**src/rtl/pma_tx_serializer_if.sv**
```systemverilog
// ---------------------------------------------------------------------------
// pma_tx_serializer_if
// Code-group handshake between the PCS transmit code-group stage and the
// PMA serializer.
//   PUDR        10-bit code-group, bit 9 = 'a' (sent first), bit 0 = 'j'
//   pudr_valid  PUDR holds a code-group to accept
//   pudr_ready  serializer can accept a code-group this cycle
// A code-group transfers on a rising edge where pudr_valid and pudr_ready
// are both 1.
// ---------------------------------------------------------------------------
interface pma_tx_serializer_if;
    logic [9:0] PUDR;
    logic       pudr_valid;
    logic       pudr_ready;

    modport master (
        output PUDR,
        output pudr_valid,
        input  pudr_ready
    );

    modport slave (
        input  PUDR,
        input  pudr_valid,
        output pudr_ready
    );
endinterface

```
**src/rtl/pma_tx_serializer.sv**
```systemverilog
// ---------------------------------------------------------------------------
// pma_tx_serializer
// Accepts 10-bit code-groups into a 2-entry FIFO and shifts them out MSB
// first on tx_bit, one bit per GTX_CLK, with no gap between queued groups.
//
// Ports
//   GTX_CLK        transmit clock, all state updates on its rising edge
//   mr_main_reset  asynchronous active-low reset
//   pudr           code-group handshake (slave side of pma_tx_serializer_if)
//   tx_bit         registered serial line bit
//   tx_active      tx_bit carries a code-group bit this cycle
//   underrun_cnt   saturating count of starvation events (line went idle
//                  after a code-group because the FIFO was empty)
//   comma_sent     one-cycle pulse while the last bit of a comma code-group
//                  is on tx_bit
//
// Build option
//   PMA_TX_COMMA_DETECT_EN  when defined, comma detection is built and
//                           drives comma_sent; otherwise comma_sent is 0.
//
// States
//   IDLE  | line idle, tx_bit=0; loads the FIFO head as soon as one exists
//   SHIFT | sending bit idx (0..9) of the current code-group
// ---------------------------------------------------------------------------
module pma_tx_serializer (
    input  logic                      GTX_CLK,
    input  logic                      mr_main_reset,
    pma_tx_serializer_if.slave        pudr,
    output logic                      tx_bit,
    output logic                      tx_active,
    output logic [7:0]                underrun_cnt,
    output logic                      comma_sent
);

    typedef enum logic {
        IDLE  = 1'b0,
        SHIFT = 1'b1
    } state_t;

    state_t     state, state_nxt;
    logic [3:0] idx, idx_nxt;
    logic       load;
    logic       underrun;

    logic [1:0] occ;
    logic [9:0] q0;
    logic [9:0] q1;
    logic       wr;
    logic       ready_en;

    // Bits [8:0] of the code-group in flight; bit 9 goes straight from the
    // FIFO head to tx_bit at load time.
    logic [8:0] sr;

    // -----------------------------------------------------------------------
    // FSM
    // -----------------------------------------------------------------------
    always_ff @(posedge GTX_CLK or negedge mr_main_reset) begin
        if (!mr_main_reset) begin
            state <= IDLE;
            idx   <= 4'd0;
        end else begin
            state <= state_nxt;
            idx   <= idx_nxt;
        end
    end

    // Pop decisions use the registered occupancy, so a group written on the
    // same edge that the last bit completes is not visible yet: the FSM
    // drops to IDLE for one cycle and loads it on the following edge.
    always_comb begin
        state_nxt = state;
        idx_nxt   = idx;
        load      = 1'b0;
        underrun  = 1'b0;
        case (state)
            IDLE: begin
                if (occ != 2'd0) begin
                    load      = 1'b1;
                    state_nxt = SHIFT;
                    idx_nxt   = 4'd0;
                end
            end
            SHIFT: begin
                if (idx != 4'd9) begin
                    idx_nxt = idx + 4'd1;
                end else if (occ != 2'd0) begin
                    load    = 1'b1;
                    idx_nxt = 4'd0;
                end else begin
                    state_nxt = IDLE;
                    idx_nxt   = 4'd0;
                    underrun  = 1'b1;
                end
            end
            default: begin
                state_nxt = IDLE;
                idx_nxt   = 4'd0;
            end
        endcase
    end

    assign tx_active = (state == SHIFT);

    // -----------------------------------------------------------------------
    // 2-entry FIFO, q0 is the head
    // -----------------------------------------------------------------------
    // ready_en holds pudr_ready low while in reset and releases it on the
    // first edge afterwards.
    always_ff @(posedge GTX_CLK or negedge mr_main_reset) begin
        if (!mr_main_reset) begin
            ready_en <= 1'b0;
        end else begin
            ready_en <= 1'b1;
        end
    end

    assign pudr.pudr_ready = ready_en && (occ != 2'd2);
    assign wr              = pudr.pudr_valid && pudr.pudr_ready;

    always_ff @(posedge GTX_CLK or negedge mr_main_reset) begin
        if (!mr_main_reset) begin
            occ <= 2'd0;
            q0  <= 10'd0;
            q1  <= 10'd0;
        end else begin
            case ({wr, load})
                2'b10: begin
                    if (occ == 2'd0) begin
                        q0 <= pudr.PUDR;
                    end else begin
                        q1 <= pudr.PUDR;
                    end
                    occ <= occ + 2'd1;
                end
                2'b01: begin
                    q0  <= q1;
                    occ <= occ - 2'd1;
                end
                // Write and pop together: a write needs occ<2 and a pop needs
                // occ>0, so occ is 1 and the new group simply replaces the head.
                2'b11: begin
                    q0 <= pudr.PUDR;
                end
                default: begin
                end
            endcase
        end
    end

    // -----------------------------------------------------------------------
    // Shifter and line output
    // -----------------------------------------------------------------------
    always_ff @(posedge GTX_CLK or negedge mr_main_reset) begin
        if (!mr_main_reset) begin
            sr     <= 9'd0;
            tx_bit <= 1'b0;
        end else if (load) begin
            sr     <= q0[8:0];
            tx_bit <= q0[9];
        end else if (state_nxt == SHIFT) begin
            sr     <= {sr[7:0], 1'b0};
            tx_bit <= sr[8];
        end else begin
            tx_bit <= 1'b0;
        end
    end

    always_ff @(posedge GTX_CLK or negedge mr_main_reset) begin
        if (!mr_main_reset) begin
            underrun_cnt <= 8'd0;
        end else if (underrun && (underrun_cnt != 8'hFF)) begin
            underrun_cnt <= underrun_cnt + 8'd1;
        end
    end

    // -----------------------------------------------------------------------
    // Comma detection
    // -----------------------------------------------------------------------
`ifdef PMA_TX_COMMA_DETECT_EN
    logic comma_flag;

    always_ff @(posedge GTX_CLK or negedge mr_main_reset) begin
        if (!mr_main_reset) begin
            comma_flag <= 1'b0;
        end else if (load) begin
            comma_flag <= (q0[9:3] == 7'b0011111) || (q0[9:3] == 7'b1100000);
        end
    end

    assign comma_sent = comma_flag && (state == SHIFT) && (idx == 4'd9);
`else
    assign comma_sent = 1'b0;
`endif

endmodule

```
**src/flat_wrapper.sv**
```systemverilog
// flat-port wrapper written by rule: the top's interface ports become plain ports
module pma_tx_serializer_flat 
  (GTX_CLK, mr_main_reset, tx_bit, tx_active, underrun_cnt, comma_sent, pudr_PUDR, pudr_pudr_valid, pudr_pudr_ready);
  pma_tx_serializer_if pudr_i ();
  input  logic GTX_CLK;
  input  logic mr_main_reset;
  output logic tx_bit;
  output logic tx_active;
  output logic [7:0] underrun_cnt;
  output logic comma_sent;
  input wire logic [$bits(pudr_i.PUDR)-1:0] pudr_PUDR;
  input wire logic [$bits(pudr_i.pudr_valid)-1:0] pudr_pudr_valid;
  output wire logic [$bits(pudr_i.pudr_ready)-1:0] pudr_pudr_ready;
  assign pudr_i.PUDR = pudr_PUDR;
  assign pudr_i.pudr_valid = pudr_pudr_valid;
  assign pudr_pudr_ready = pudr_i.pudr_ready;
  pma_tx_serializer u_core (.GTX_CLK(GTX_CLK), .mr_main_reset(mr_main_reset), .pudr(pudr_i), .tx_bit(tx_bit), .tx_active(tx_active), .underrun_cnt(underrun_cnt), .comma_sent(comma_sent));
endmodule
```
**config.mk**
```make
export PLATFORM = sky130hd
export DESIGN_NAME = pma_tx_serializer_flat
export DESIGN_NICKNAME = d
export VERILOG_FILES = /design/src/rtl/pma_tx_serializer_if.sv /design/src/rtl/pma_tx_serializer.sv /design/src/flat_wrapper.sv
export SDC_FILE = /design/constraint.sdc
export NUM_CORES = 1
export LEC_CHECK = 0
export ABC_AREA = 1
export CAP_MARGIN = 20
export CORE_MARGIN = 3
export CORE_UTILIZATION = 52
export DETAILED_ROUTE_END_ITERATION = 6
export PLACE_DENSITY_LB_ADDON = 0.25
export SETUP_SLACK_MARGIN = 0.15
export SYNTH_ARGS = -nofsm -noshare
export SYNTH_HDL_FRONTEND = slang
export SYNTH_SLANG_ARGS = --single-unit
```
**constraint.sdc**
```tcl
create_clock -name GTX_CLK -period 2.39 [get_ports GTX_CLK]
set_input_delay 0.239 -clock GTX_CLK [delete_from_list [all_inputs] [get_ports GTX_CLK]]
set_output_delay 0.239 -clock GTX_CLK [all_outputs]
set_load 0.01 [all_outputs]
```
==> results_dict.tcl, run 1 <==
set metrics [dict create \
    p_leak_nw 1.25 \
    path_buf_inv 3 \
    final_hold_viol_count 0 \
    drive_gt1_share_pct 8.53 \
    die_height_um 71.6 \
    slowest_stage "dfrtp_1" \
    r2r_end "u_core.q0[3]" \
    diodes 0 \
    status "finished, final reports clean" \
    fin_tns_setup_ns 0 \
    finalPower_mw 2.69 \
    vdd_drop_max_mv 0.582 \
    max_freq_mhz 499 \
    timing.final.crit_period_ns 2.00 \
    critPathLaunchType "flop" \
    first_iter_violations 113 \
    grt_max_degree 21 \
    drc 0 \
    synthCells 266 \
    grt_usage_pct 17.2 \
    arrival_ns 2.16 \
    grt_pass1_wl_um 6840 \
    ys_seq_area_share_pct 51.4 \
    grt_pass1_vias 1543 \
    wire_per_inst_um 11.8 \
    r2r_cells 11 \
    syn2layout_area_growth_pct 16.0 \
    yosys.area.top_type_share_pct 51.4 \
    cts_root_buf "clkbuf_8" \
    clock_latency_ns 0.29 \
    hold_class "in -> async" \
    worst-path-max-fanout 14 \
    yosys_register_bits 46 \
    syn_avg_cell_area_um2 8.42 \
    synth_warnings 0 \
    fin_util_pct 63.6 \
    synth_area_leaders "dfrtp_1 (51%), nand2_1 (11%), nand3_1 (6.3%), inv_1 (4.2%), a21oi_1 (3.8%)" \
    synth_nets 285 \
    rrSetupSlack_ns 0.39 \
    clkSlewWorstSetupHoldPaths_ns 0.08 \
    die_w_um 71.6 \
    gp_congestion 0.753 \
    cts_max_level 2 \
    vias 1727 \
    hpwl_um 2910 \
    power_density_mw_per_mm2 1030 \
    first_pass_iters 4 \
    cts_tree "yes" \
    coreArea_mm2 0.00409 \
    finalSetupViolations 0 \
    cts_made_buffers 5 \
    worstPathRequired_ns 2.54 \
    syn_area_mm2 0.00224 \
    cp-end-kind "flop" \
    critical_path.top_delay_family "adder cells" \
    overflow 0 \
    final_max_slew_viol_count 0 \
    pin_count 25 \
    cts_num_sinks 46 \
    postRouteAntennaNets 0 \
    avgViaCountPerCell 5.03 \
    skew_ns 0.00588 \
    path_cells "inv_1 -> ha_1 -> nand3_2 -> nand2_2 -> nand2_1 -> inv_1 -> ha_2 -> buf_4 -> nor2_1 -> a21oi_1 -> a21oi_1" \
    finalNetCount 311 \
    r2r-start "u_core.idx[1]" \
    cap_violations 0 \
    port_buffers 23 \
    num_rows 23 \
    synth_area_leader_cell "dfrtp_1" \
    critPathKind "reg -> reg" \
    clk_path_buf_depth 2 \
    min_period_over_period_pct 83.8 \
    synth.distinct_cells 28 \
    max_stage_delay_ns 0.41 \
    routed_wl_um 4040 \
    postCtsSetupBuffers 0 \
    grt_setup_unrepaired "false" \
    dieArea_mm2 0.00513 \
    antenna_found_initial 0 \
    initial_core_util_pct 54.8 \
]
-- flip-flops by register name, summed over array words and instances (netlist names) --
name	count
u_core.tx_bit	1
u_core.ready_en	1
u_core.tx_active	1
u_core.underrun_cnt	8
u_core.q0	10
u_core.q1	10
u_core.idx	4
u_core.sr	9
u_core.occ	2
-- where the power goes --
| group | switching, mW | total, mW | internal [mW] |
|---|---|---|---|
| Combinational | 0.550 | 0.936 | 0.386 |
| Sequential | 0.195 | 1.27 | 1.07 |
| Clock | 0.249 | 0.483 | 0.233 |
| Total | 0.994 | 2.69 | 1.69 |
-- cells in the mapped netlist, drive strengths merged --
| master | n |
|---|---|
| nand2 | 71 |
| dfrtp | 46 |
| nand3 | 29 |
| inv | 27 |
| nor2 | 25 |
| o21ai | 21 |
| a21oi | 18 |
| buf | 9 |
| ha | 6 |
| xnor2 | 3 |
| xor2 | 3 |
| conb | 2 |
| o22ai | 2 |
| a21boi | 1 |
| clkbuf | 1 |
| clkinv | 1 |
| nand4 | 1 |
-- worst reg2reg max path, stage by stage (launching register included) --
cell,delay (ns)
dfrtp_1,0.41
inv_1,0.08
ha_1,0.16
nand3_2,0.11
nand2_2,0.09
nand2_1,0.11
inv_1,0.12
ha_2,0.26
buf_4,0.21
nor2_1,0.06
a21oi_1,0.14
a21oi_1,0.10
-- worst max-delay path by stage --
stage | cells past startpoint | start | to
after global placement | 8 | u_core.idx[0] | u_core.q1[3]
final | 11 | u_core.idx[1] | u_core.q0[3]
after CTS | 11 | u_core.idx[1] | u_core.q0[3]
after floorplan | 11 | u_core.idx[1] | u_core.q0[0]
after detailed placement | 11 | u_core.idx[1] | u_core.q0[5]
after global routing | 11 | u_core.idx[1] | u_core.q0[3]
-- cell families (layout without fill, tap and decap cells) --
family | after synthesis | in the layout | share of synthesized area, %
flops | 46 | 46 | 51.4
buf+inv | 38 | 65 | 8.04
simple gates | 126 | 126 | 24.4
other cells | 2 | 2 | 0.335
xor+xnor | 6 | 6 | 2.35
fa+ha+maj | 6 | 6 | 3.35
compound gates | 42 | 42 | 10.1
-- per-layer routing --
metal / vias to the layer above / GRT usage (%) / part of all wire, %
li1: 890 / - / -
met1: 804 / 21.9 / 48
met2: 29 / 27.8 / 47
met3: 4 / 4.63 / 3.5
met4: 0 / 6.89 / 1.4
met5: - / 0 / 0
-- stage by stage --
stage | instances | worst slack [ns] | hold WS (ns) | cell area (um^2)
after floorplan | 266 | 0.587 | -0.0566 | 2240
after global placement | 334 | 0.449 | 0.209 | 2490
after detailed placement | 334 | 0.357 | 0.206 | 2490
after CTS | 343 | 0.310 | 0.421 | 2590
after global routing | 343 | 0.197 | 0.462 | 2600
final | 343 | 0.387 | 0.439 | 2600
-- cell usage in the layout, fill, tap and decap left out --
| cell | n |
|---|---|
| a21boi_0 | 1 |
| a21oi_1 | 17 |
| a21oi_4 | 1 |
| buf_2 | 1 |
| buf_4 | 5 |
| clkbuf_1 | 1 |
| clkbuf_8 | 6 |
| clkdlybuf4s50_1 | 22 |
| clkinv_1 | 1 |
| clkinv_2 | 1 |
| conb_1 | 2 |
| dfrtp_1 | 46 |
| dlygate4sd3_1 | 1 |
| ha_1 | 5 |
| ha_2 | 1 |
| inv_1 | 25 |
| inv_2 | 1 |
| inv_4 | 1 |
| nand2_1 | 67 |
| nand2_2 | 2 |
| nand2_4 | 2 |
| nand3_1 | 28 |
| nand3_2 | 1 |
| nand4_1 | 1 |
| nor2_1 | 22 |
| nor2_2 | 2 |
| nor2_4 | 1 |
| o21ai_0 | 9 |
| o21ai_1 | 12 |
| o22ai_1 | 2 |
| xnor2_1 | 3 |
| xor2_1 | 3 |
-- final cells by class --
type                            count  area [um^2]
Clock buffer                        7         86.3
Clock inverter                      1         5.00
Fill cell                         367         1490
Inverter                           28          108
Multi-Input combinational cell    182          913
Sequential cell                    46         1150
Tap cell                           50         62.6
Timing Repair Buffer               29          273
-- repair_timing --
item,4_1_cts,5_1_grt
hold buffers,1,0
setup endpoints to repair,0,2
gates resized for setup,0,2
endpoints found under the hold margin,17,0
(Power assumes the default switching activity.)
==> run 2: changes to the inputs <==
Settings changed: CORE_UTILIZATION 52 to 50.
Clock period 2.39 ns to 1.74 ns, I/O delays scaled along.
==> run 2 against run 1 <==
- combinational power is 84% higher
- via count is 5.7% higher
- fmax is 23% higher
- cell area is 9.0% higher
- clock power is 37% higher
- largest cell class unchanged
- highest routed layer unchanged
- critical path depth stayed put
- largest power group unchanged
- sequential power is 38% higher
- global-route usage is 2.5 points higher
- utilization is 4.3 points higher
- routed wire length is 11% higher
- count of clock-buffer cells in the layout is 2 lower
- sequential cell count stayed put
==> results_dict.tcl, run 2 (synthesis gave the netlist of run 1 again) <==
set metrics [dict create \
    cts_tree "yes" \
    vias 1826 \
    final_cell_mix "nand2_1 (67), dfrtp_1 (44), nand3_1 (28)" \
    routed_wl_um 4490 \
    slowest_stage "dfrtp_1" \
    cts_num_sinks 46 \
    final_common_cell "nand2_1" \
    critical_path.top_delay_family "flip-flops" \
    cap_violations 0 \
    worstPathRequired_ns 1.93 \
    max_stage_delay_ns 0.38 \
    p_leak_nw 1.32 \
    vdd_drop_max_mv 0.856 \
    syn2layout_area_growth_pct 26.4 \
    fin_util_pct 67.9 \
    clk_path_buf_depth 2 \
    grt_pass1_vias 1770 \
    final_max_slew_viol_count 0 \
    first_iter_violations 108 \
    r2r-start "u_core.idx[1]" \
    overflow 0 \
    crit_path_start "u_core.idx[1]" \
    drc 0 \
    cts_made_buffers 5 \
    critPathKind "reg -> reg" \
    cp-end-kind "flop" \
    finalSetupViolations 0 \
    antenna_found_initial 0 \
    grt_max_degree 24 \
    avgViaCountPerCell 5.14 \
    clkSlewWorstSetupHoldPaths_ns 0.09 \
    wire_per_inst_um 12.6 \
    power_density_mw_per_mm2 1460 \
    worstMarginPinSlew_ns 0.518 \
    worst-path-max-fanout 5 \
    min_period_over_period_pct 93.7 \
    hold_class "in -> async" \
    finalNetCount 323 \
    grt_setup_unrepaired "true" \
    path_buf_inv 3 \
    largestRegisters "u_core.q0: 10 flops, u_core.q1: 10 flops, u_core.sr: 9 flops" \
    cts_max_level 2 \
    fin_area_mm2 0.00283 \
    placed_cell_area_mm2 0.00259 \
    diodes 0 \
    timing.final.crit_period_ns 1.63 \
    critPathLaunchType "flop" \
    grt_pass1_wl_um 8030 \
    pin_count 25 \
    die_w_um 72.9 \
    path_cells "inv_2 -> ha_4 -> nand3_4 -> nand2_4 -> nand2_8 -> inv_6 -> ha_4 -> buf_6 -> a21oi_2 -> o21ai_1 -> xor2_1" \
    cts_root_buf "clkbuf_8" \
    slew_headroom_pct 65.5 \
    final_hold_viol_count 0 \
    num_rows 23 \
    first_pass_iters 4 \
    hold_slack_ns 0.366 \
    dieArea_mm2 0.00532 \
    grt_usage_pct 19.7 \
    coreArea_mm2 0.00417 \
    die_height_um 72.9 \
    drive_gt1_share_pct 18.0 \
    clock_latency_ns 0.30 \
    postRouteAntennaNets 0 \
    hpwl_um 2980 \
    crit_top_cell "ha_4" \
    arrival_ns 1.82 \
    status "finished, final reports clean" \
    initial_core_util_pct 53.7 \
    max_freq_mhz 613 \
    gp_congestion 0.752 \
    port_buffers 23 \
    skew_ns 0.00440 \
]
-- run 2: cell types whose count changed in the layout (fill, tap and decap cells not counted), sizes merged --
cell and change:
clkdlybuf4s50 -1, dlygate4sd2 +1, clkbuf -2, buf +12, clkinvlp +2
-- run 2: where the power goes --
part / internal (mW) / switching [mW]
registers: 1.47 / 0.276
clock network: 0.283 / 0.380
logic: 0.780 / 0.944
total: 2.54 / 1.60
-- run 2: timing repair --
action	CTS	global route
resized for setup	7	15
hold endpoints to repair	21	0
gates cloned	0	0
pin swaps	3	2
hold buffers	1	0
endpoints found under the setup margin	22	19
setup buffers	7	2
-- run 2: final cells by class --
type	instances	area, um^2
Timing Repair Buffer	41	402
Inverter	28	116
Clock inverter	3	21.3
Tap cell	50	62.6
Multi-Input combinational cell	182	1010
Sequential cell	46	1150
Clock buffer	5	68.8
Fill cell	348	1340
-- run 2: layer usage --
layer	part of all wire (%)	vias up	global-route usage (%)	wire length [um]
li1	-	918	-	-
met1	47	865	26.9	2090
met2	48	39	31.0	2180
met3	3.8	4	4.55	171
met4	1.1	0	6.76	51
met5	0	-	0	0
-- run 2: worst paths after layout --
kind / cells past startpoint / to / slack, ns
max in group asynchronous: 3 / u_core.sr[5] / 0.80
min in group GTX_CLK: 3 / u_core.q1[7] / 0.42
max: 11 / u_core.occ[1] / 0.11
min reg2reg: 2 / u_core.sr[5] / 0.50
min: 2 / u_core.underrun_cnt[4] / 0.37
max reg2reg: 11 / u_core.occ[1] / 0.11
-- run 2: metrics by stage --
stage	setup TNS (ns)	power [mW]	worst slack, ns	std cells
after CTS	0	4.03	0.121	353
after floorplan	0	2.80	0.153	266
after global routing	0	4.47	0.0299	355
after global placement	0	3.16	0.0591	337
after detailed placement	-0.00327	3.24	-0.00327	337
final	0	4.14	0.110	355
==> run 3: changes to the inputs <==
Settings changed: CELL_PAD_IN_SITES_DETAIL_PLACEMENT from default to 1, CELL_PAD_IN_SITES_GLOBAL_PLACEMENT from default to 2, CORE_UTILIZATION 50 to 30, CTS_CLUSTER_SIZE from default to 25.
==> run 3 against run 2 <==
- fmax down 3.6%
- first-iteration DRC count down 38%
- routed wire length up 23%
- die area up 61%
- sequential cell count unchanged
- largest cell class unchanged
- cell count up 15%
- non-clock buffer count up 5
- clock skew about the same
- hold slack worse by 0.0080 ns
- via count up 0.82%
==> results_dict.tcl, run 3 (synthesis gave the netlist of run 1 again) <==
set metrics [dict create \
    cts_tree "yes" \
    grt_pass1_wl_um 8960 \
    diodes 0 \
    avgViaCountPerCell 4.52 \
    fin_tns_setup_ns 0 \
    initial_core_util_pct 31.9 \
    routed-wl-met2_um 2610 \
    grt_max_degree 47 \
    finalNetCount 329 \
    pin_count 25 \
    first_pass_iters 4 \
    cts_num_sinks 46 \
    routed-wl-met3_um 179 \
    hold_class "in -> async" \
    drc 0 \
    max_freq_mhz 591 \
    wire_per_inst_um 13.6 \
    regArea_mm2 0.00115 \
    die_w_um 92.4 \
    critPathKind "reg -> reg" \
    gp_congestion 0.718 \
    postRouteAntennaNets 0 \
    syn2layout_area_growth_pct 36.9 \
    final_cell_mix "nand2_1 (62), dfrtp_1 (46), nand3_1 (27)" \
    power_density_mw_per_mm2 1490 \
    dieArea_mm2 0.00854 \
    multi_input_area_mm2 0.00106 \
    largestRegisters "u_core.q0: 10 flops, u_core.q1: 10 flops, u_core.sr: 9 flops" \
    vdd_drop_max_mv 0.633 \
    overflow 0 \
    cts_made_buffers 5 \
    final_common_cell "nand2_1" \
    arrival_ns 1.94 \
    final_max_slew_viol_count 0 \
    coreArea_mm2 0.00702 \
    skew_ns 0.00413 \
    grt_usage_pct 13.1 \
    clk_path_buf_depth 2 \
    routed_wl_um 5530 \
    clkSlewWorstSetupHoldPaths_ns 0.09 \
    num_rows 30 \
    cap_violations 0 \
    status "finished, final reports clean" \
    clock_latency_ns 0.31 \
    met1_length_um 2590 \
    grt_setup_unrepaired "true" \
    antenna_found_initial 0 \
    fin_area_mm2 0.00307 \
    final_hold_viol_count 0 \
    grt_pass1_vias 1895 \
    cts_max_level 2 \
    min_period_over_period_pct 97.2 \
    drive_gt1_share_pct 21.2 \
    cts_root_buf "clkbuf_8" \
    vias 1841 \
    worst-path-max-fanout 5 \
    cp-end-kind "flop" \
    die_height_um 92.4 \
    port_buffers 23 \
    first_iter_violations 67 \
    p_leak_nw 1.39 \
    placed_cell_area_mm2 0.00268 \
    worstPathRequired_ns 1.99 \
    dr.max_layer_used "met4" \
    finalSetupViolations 0 \
    fill_cells 814 \
    critPathLaunchType "flop" \
    hpwl_um 3470 \
    timing.final.crit_period_ns 1.69 \
]
-- run 3: changes by cell type in the layout (fill, tap and decap cells not counted), sizes merged --
cell / previous run / this run
buf: 18 / 20
nand2: 71 / 72
inv: 27 / 28
clkbuf: 5 / 8
clkinvlp: 2 / 0
bufinv: 0 / 1
-- run 3: through the flow --
stage | worst slack, ns | util, % | hold WS [ns] | std cells | total power, mW
floorplan | 0.153 | - | -0.122 | 266 | 2.80
global placement | 0.0543 | 38.2 | 0.185 | 386 | 3.28
detailed placement | 0.0110 | 38.2 | 0.181 | 386 | 3.34
CTS | 0.0690 | 40.8 | 0.395 | 401 | 4.26
global route | -0.0470 | 43.7 | 0.403 | 407 | 4.94
finish | 0.0490 | 43.7 | 0.358 | 407 | 4.57
-- run 3: final timing paths --
path                                from                      to  slack [ns]  depth (start not counted)
max                        u_core.idx[1]            u_core.q0[7]        0.05                         10
min                        mr_main_reset  u_core.underrun_cnt[7]        0.36                          3
max reg2reg                u_core.idx[1]            u_core.q0[7]        0.05                         10
min reg2reg                 u_core.sr[2]            u_core.sr[3]        0.50                          2
max in group asynchronous  mr_main_reset            u_core.sr[5]        1.13                          3
min in group GTX_CLK        pudr_PUDR[0]            u_core.q1[0]        0.42                          3
-- run 3: metal layers --
| metal | vias up | track usage (%) |
|---|---|---|
| met5 | - | 0 |
| met4 | 0 | 4.70 |
| met3 | 14 | 2.68 |
| met2 | 28 | 21.9 |
| met1 | 865 | 16.7 |
| li1 | 934 | - |
-- run 3: layout make-up --
type | instances | area share (%)
Timing Repair Buffer | 46 | 16.6
Multi-Input combinational cell | 183 | 34.6
Inverter | 28 | 3.67
Tap cell | 96 | 3.92
Clock buffer | 5 | 2.24
Sequential cell | 46 | 37.6
Clock inverter | 3 | 1.43
-- run 3: repair_timing --
| item | CTS | global route |
|---|---|---|
| gates resized for setup | 2 | 27 |
| cloned | 0 | 4 |
| hold endpoints to repair | 46 | 0 |
| pin swaps | 0 | 11 |
| setup buffers | 6 | 2 |
| hold buffers | 1 | 0 |
| endpoints found under the setup margin | 20 | 28 |
-- run 3: critical path, cell delays in order (launching register included) --
cell,delay [ns]
dfrtp_1,0.40
inv_2,0.08
ha_4,0.13
nand3_4,0.07
nand2_4,0.11
nand2_8,0.07
ha_4,0.18
a21oi_4,0.24
clkbuf_16,0.20
nor2_1,0.04
a21oi_1,0.10
-- run 3: power breakdown --
group          switching (mW)  internal (mW)  leakage, nW
logic                    1.03          0.952        0.757
clock network           0.400          0.431       0.0585
registers               0.289           1.47        0.573
